**src/rtl/ltc2500_pkg.sv**
```systemverilog
// ltc2500_pkg
//   Shared definitions for the LTC2500 serial read-out path: frame/SCK
//   defaults and the read-out FSM state encoding, used by the capture top,
//   the serializer side and the controller.
package ltc2500_pkg;

  localparam int LTC_DATA_WIDTH = 32;
  localparam int LTC_SCK_DIV    = 2;

  typedef enum logic [1:0] {
    ST_IDLE  = 2'd0,
    ST_LOW   = 2'd1,
    ST_HIGH  = 2'd2,
    ST_LATCH = 2'd3
  } ltc_state_t;

endpackage

```
**src/rtl/ltc2500_sdo_capture_ser2parallel.sv**
```systemverilog
// ser2parallel
//   MSB-first serial-to-parallel shift register. Each enabled clock shifts
//   i_ser_in into bit 0, so the first bit received ends up at the MSB.
// Ports
//   i_clk       system clock
//   i_rst       asynchronous active-high reset (clears the register)
//   i_shift_en  shift one bit in this cycle
//   i_ser_in    serial data bit
//   o_par_out   current register contents
module ser2parallel
  import ltc2500_pkg::*;
#(
  parameter int DATA_WIDTH = LTC_DATA_WIDTH
) (
  input  logic                  i_clk,
  input  logic                  i_rst,
  input  logic                  i_shift_en,
  input  logic                  i_ser_in,
  output logic [DATA_WIDTH-1:0] o_par_out
);

  logic [DATA_WIDTH-1:0] r_shift;

  always_ff @(posedge i_clk or posedge i_rst) begin
    if (i_rst) begin
      r_shift <= '0;
    end else if (i_shift_en) begin
      r_shift <= {r_shift[DATA_WIDTH-2:0], i_ser_in};
    end
  end

  assign o_par_out = r_shift;

endmodule

```
**src/rtl/ltc2500_sdo_capture.sv**
```systemverilog
// ltc2500_sdo_capture
//   Receive-side read-out of the LTC2500 SDO link. A start pulse launches a
//   burst of DATA_WIDTH SCK cycles; SDO is sampled on the clk edge that
//   raises SCK and assembled MSB-first. The finished word goes into a
//   one-word holding buffer offered downstream with valid/ready. Overwriting
//   a word nobody took sets a sticky overrun flag.
//
//   state | meaning
//   IDLE  | waiting for start
//   LOW   | SCK low half-period; sample SDO as it ends
//   HIGH  | SCK high half-period; last bit -> LATCH
//   LATCH | one cycle: move shift register into the holding buffer
//
// Ports
//   clk, rst     system clock, asynchronous active-high reset
//   start        frame start pulse (only honoured in IDLE)
//   ser_in       serial data from the ADC
//   sck          registered serial clock, idles low
//   busy         frame in progress
//   data_out     held word; data_valid holding buffer full
//   data_ready   consumer accepts data_out when valid & ready
//   overrun      sticky overwrite flag; overrun_clr clears it
module ltc2500_sdo_capture
  import ltc2500_pkg::*;
#(
  parameter int DATA_WIDTH = LTC_DATA_WIDTH,
  parameter int SCK_DIV    = LTC_SCK_DIV
) (
  input  logic                  clk,
  input  logic                  rst,
  input  logic                  start,
  input  logic                  ser_in,
  output logic                  sck,
  output logic                  busy,
  output logic [DATA_WIDTH-1:0] data_out,
  output logic                  data_valid,
  input  logic                  data_ready,
  output logic                  overrun,
  input  logic                  overrun_clr
);

  localparam int BIT_W = $clog2(DATA_WIDTH);
  localparam int DIV_W = $clog2(SCK_DIV) + 1;
  localparam logic [BIT_W-1:0] LAST_BIT = BIT_W'(DATA_WIDTH - 1);
  localparam logic [DIV_W-1:0] DIV_LAST = DIV_W'(SCK_DIV - 1);

  ltc_state_t            r_state;
  ltc_state_t            w_next_state;
  logic [DIV_W-1:0]      r_div_cnt;
  logic [BIT_W-1:0]      r_bit_cnt;
  logic                  r_sck;
  logic [DATA_WIDTH-1:0] r_data;
  logic                  r_valid;
  logic                  r_overrun;
  logic                  w_div_done;
  logic                  w_shift_en;
  logic                  w_latch;
  logic [DATA_WIDTH-1:0] w_shift_word;

  assign w_div_done = (r_div_cnt == DIV_LAST);

  always_comb begin
    w_next_state = r_state;
    w_shift_en   = 1'b0;
    w_latch      = 1'b0;
    case (r_state)
      ST_IDLE: begin
        if (start) w_next_state = ST_LOW;
      end
      ST_LOW: begin
        if (w_div_done) begin
          w_shift_en   = 1'b1;
          w_next_state = ST_HIGH;
        end
      end
      ST_HIGH: begin
        if (w_div_done) begin
          w_next_state = (r_bit_cnt == LAST_BIT) ? ST_LATCH : ST_LOW;
        end
      end
      ST_LATCH: begin
        w_latch      = 1'b1;
        w_next_state = ST_IDLE;
      end
      default: w_next_state = ST_IDLE;
    endcase
  end

  always_ff @(posedge clk or posedge rst) begin
    if (rst) r_state <= ST_IDLE;
    else     r_state <= w_next_state;
  end

  // Divider restarts on every state change so each half-period is exactly SCK_DIV clocks.
  always_ff @(posedge clk or posedge rst) begin
    if (rst) begin
      r_div_cnt <= '0;
      r_bit_cnt <= '0;
    end else begin
      if (r_state != w_next_state) begin
        r_div_cnt <= '0;
      end else if (r_state == ST_LOW || r_state == ST_HIGH) begin
        r_div_cnt <= r_div_cnt + 1'b1;
      end

      if (r_state == ST_IDLE || r_state == ST_LATCH) begin
        r_bit_cnt <= '0;
      end else if (r_state == ST_HIGH && w_div_done && r_bit_cnt != LAST_BIT) begin
        r_bit_cnt <= r_bit_cnt + 1'b1;
      end
    end
  end

  // SCK is high exactly while the FSM sits in HIGH, registered from the next state.
  always_ff @(posedge clk or posedge rst) begin
    if (rst) r_sck <= 1'b0;
    else     r_sck <= (w_next_state == ST_HIGH);
  end

  ser2parallel #(
    .DATA_WIDTH(DATA_WIDTH)
  ) u_ser2parallel (
    .i_clk      (clk),
    .i_rst      (rst),
    .i_shift_en (w_shift_en),
    .i_ser_in   (ser_in),
    .o_par_out  (w_shift_word)
  );

  // A LATCH always refills the buffer, so valid stays set through a
  // same-cycle consume; only an unconsumed overwrite raises overrun.
  always_ff @(posedge clk or posedge rst) begin
    if (rst) begin
      r_data    <= '0;
      r_valid   <= 1'b0;
      r_overrun <= 1'b0;
    end else begin
      if (w_latch) begin
        r_data  <= w_shift_word;
        r_valid <= 1'b1;
      end else if (r_valid && data_ready) begin
        r_valid <= 1'b0;
      end

      if (w_latch && r_valid && !data_ready) begin
        r_overrun <= 1'b1;
      end else if (overrun_clr) begin
        r_overrun <= 1'b0;
      end
    end
  end

  assign sck        = r_sck;
  assign busy       = (r_state != ST_IDLE);
  assign data_out   = r_data;
  assign data_valid = r_valid;
  assign overrun    = r_overrun;

endmodule
```
**config.mk**
```make
export PLATFORM = sky130hd
export DESIGN_NAME = ltc2500_sdo_capture
export DESIGN_NICKNAME = d
export VERILOG_FILES = /design/src/rtl/ltc2500_pkg.sv /design/src/rtl/ltc2500_sdo_capture_ser2parallel.sv /design/src/rtl/ltc2500_sdo_capture.sv
export SDC_FILE = /design/constraint.sdc
export NUM_CORES = 1
export LEC_CHECK = 0
export BUFFER_PORTS_ARGS = -buffer_cell sky130_fd_sc_hd__clkbuf_2
export CELL_PAD_IN_SITES_DETAIL_PLACEMENT = 1
export CELL_PAD_IN_SITES_GLOBAL_PLACEMENT = 1
export CORE_UTILIZATION = 47
export DETAILED_ROUTE_END_ITERATION = 8
export PLACE_DENSITY_LB_ADDON = 0.1
export SYNTH_ARGS = -nofsm -noshare
export SYNTH_HDL_FRONTEND = slang
export SYNTH_SLANG_ARGS = --single-unit
```
**constraint.sdc**
```tcl
create_clock -name clk -period 3.1 [get_ports clk]
set_input_delay 0.62 -clock clk [delete_from_list [all_inputs] [get_ports clk]]
set_output_delay 0.62 -clock clk [all_outputs]
set_load 0.02 [all_outputs]
```
==> impl_metrics.py <==
metrics = {
    "grt": {
        "grt_max_degree": 35,
        "grt_antenna_before_repair": 0,
        "vias_in_the_first_global_route": 1842,
        "grt.overflow.total": 0,
        "grt_first_pass_wirelength_um": 8983,
        "gr-usage-all-layers": 0.1661,
    },
    "synth": {
        "synthesis.yosys.warnings": 0,
        "yosys_most_used_dff": "dfrtp_1",
        "netlist_top_cells_area": "dfrtp_1 (62%), mux2_2 (23%), ha_1 (3.2%)",
        "yosys_top_cell_area_share": 0.6154,
        "async_reset_ff_frac": 1.000,
        "synth_top_cells_by_count": "dfrtp_1 (76), mux2_2 (64), nand2_1 (9), ha_1 (8), inv_1 (8)",
        "synth.most_common_cell": "dfrtp_1",
        "synth.avg_cell_area_um2": 14.86,
        "synthDistinctLibCells": 32,
        "synthesis.nets": 222,
        "synth-edff-count": 0,
        "netlist_area_before_placement_um2": 3090,
        "yosysTopAreaCell": "dfrtp_1",
        "synth_seq_cells": 76,
        "yosysSeqAreaShare": 0.6154,
        "synthesis.instances": 208,
    },
    "status": {
        "outcome": "completed",
    },
    "critical_path": {
        "crit_top_cell": "inv_1",
        "crit_required_ns": 2.48,
        "crit_path_max_incr_delay_ns": 0.46,
        "end_kind": "output port",
        "worstPathCellList": "inv_1, ha_1, inv_1, clkbuf_2",
        "worst_setup_path_start_kind": "flip-flop",
        "timing.rr.start": "r_state[1]",
        "crit_path_max_fanout": 7,
        "worst-endpoint-arrival_ns": 1.36,
        "crit_type": "reg2out",
        "critical_path.startpoint": "r_state[0]",
        "cpMaxStageDelayCell": "dfrtp_1",
    },
    "layout": {
        "fill_cells": 622,
        "final_layout_size_suffix_gt1_frac": 0.4865,
        "area_growth_syn_to_layout_pct": 15.91,
        "n_antenna_cell": 0,
        "num-nets-final": 269,
    },
    "routing": {
        "postRouteAntennaNets": 0,
        "route.vias.total": 1755,
        "detailedRoute.firstPassIterationCount": 3,
        "post-route-drc-count": 0,
        "drt_iter0_markers": 49,
        "drt-vias-per-instance": 5.223,
        "route.detailed.wl_per_inst_um": 14.92,
        "routed_wirelength_um": 5012,
    },
    "clocking": {
        "clock_tree_from_tritoncts": "built",
        "inserted_clock_buffers": 9,
        "post_cts_hold_fix_bufs": 0,
        "clkLatencyLatePin_ns": 0.34,
        "post-cts-setup-buffers": 0,
        "numClockSinks": 76,
        "max-clock-path-buffers": 2,
        "clock_root_cell": "clkbuf_8",
        "postCtsResizedCells": 0,
        "h-tree-depth": 3,
        "cts.clk_slew.worst_paths_ns": 0.08,
    },
    "floorplanning": {
        "rows": 29,
        "initial_core_util": 0.4867,
        "die-area_um2": 6904,
        "fp.dieH_um": 83.09,
        "io-pin-count": 42,
        "core_ar_um2": 6350,
        "die_width_um": 83.09,
    },
    "timing": {
        "maxSlewViolCount": 0,
        "achievable-frequency_ghz": 0.5046,
        "final-setup-viol-count": 0,
        "timing.final.hold_violations": 0,
        "timing.final.crit_share": 0.6393,
        "setup_tns_after_final_layout_ns": 0,
        "rsz0062_at_grt": "no",
        "final.hold.worst_slack_ns": 0.3526,
        "timing.final.ws_setup_ns": 1.118,
        "worstMarginPinSlew_ns": 0.8399,
        "finClkSkew_ns": 0.005840,
        "period_minus_slack_ns": 1.982,
        "max_slew_headroom": 0.4401,
    },
    "pwr": {
        "worst_vdd_drop_v": 0.0005436,
        "cellPowerDensity_nw_per_um2": 800.3,
        "p_leak_uw": 0.001890,
    },
    "worst_hold_path": {
        "hold_class": "in2async",
    },
    "place": {
        "dp_slack_ns": 1.154,
        "place_hpwl_um": 3373,
        "gp_congestion": 0.7152,
        "number_of_port_buffers": 41,
    },
    "run": {
        "drv_cap": 0,
    },
}
## worst max-delay path, delay by kind of cell (launching register included)
family                     cells  cell delay (ns)
DFF                            1             0.46
buffers and inverters          3             0.35
adders and majority gates      1             0.21
## report_power, final
group / internal, µW / switching (µW)
combinational: 344 / 443
clock: 492 / 347
sequential: 1130 / 108
## sequential cells by signal, indices dropped and copies added, names as in the netlist
name	cells
data_valid	1
r_bit_cnt	5
overrun	1
u_ser2parallel.o_par_out	32
r_div_cnt	2
r_state	2
sck	1
data_out	32
## path summary, 6_finish.rpt
kind                                                      to  slack [ns]  depth (start not counted)
worst max register to register   u_ser2parallel.o_par_out[4]        1.17                          4
max in group asynchronous       u_ser2parallel.o_par_out[14]        1.98                          3
min in group clk                                     overrun        0.50                          1
worst min-delay path             u_ser2parallel.o_par_out[0]        0.35                          2
worst max-delay path                                    busy        1.12                          4
worst min register to register                       overrun        0.50                          1
## cell usage in the layout, fill, tap and decap left out, types with 2 or more instances in the layout
master and n:
xnor2_1 3, ha_1 7, buf_4 3, nand2_1 9, clkbuf_2 41, clkbuf_8 11
mux2_2 64, and2_1 3, bufinv_16 2, o21ai_0 2, a21boi_0 2, dfrtp_1 76
a21oi_1 2, nor2_1 3, nor2b_1 2, inv_1 7
## per-layer routing
metal	GRT usage	wire length [µm]
met2	0.2489	2391
met3	0.04374	181
met4	0.07524	70
met5	0	0
met1	0.2274	2369
## stage by stage
stage | total power [µW] | instance area [µm²] | std cells | utilization
CTS | 2913 | 3582 | 336 | 0.5641
floorplan | 1867 | 3090 | 208 | -
detailed placement | 2056 | 3358 | 321 | 0.5289
finish | 2867 | 3582 | 336 | 0.5641
global route | 3054 | 3582 | 336 | 0.5641
global placement | 2033 | 3358 | 321 | 0.5289
## area by class of cell
| type | count | area, µm² | area share |
|---|---|---|---|
| Tap cell | 77 | 96.34 | 0.02689 |
| Multi-Input combinational cell | 116 | 1102 | 0.3077 |
| Timing Repair Buffer | 44 | 227.7 | 0.06357 |
| Inverter | 8 | 30.03 | 0.008383 |
| Clock inverter | 4 | 72.57 | 0.02026 |
| Clock buffer | 11 | 151.4 | 0.04226 |
| Sequential cell | 76 | 1902 | 0.5309 |
## cells by family after synthesis
| kind of cell | share of synthesized area |
|---|---|
| compound gates | 0.03077 |
| xor+xnor | 0.01134 |
| fa+ha+maj | 0.03239 |
| buf+inv | 0.02874 |
| flops | 0.6154 |
| mux | 0.2332 |
| simple gates | 0.04818 |
Note: power is estimated with default switching activity, not from simulation.
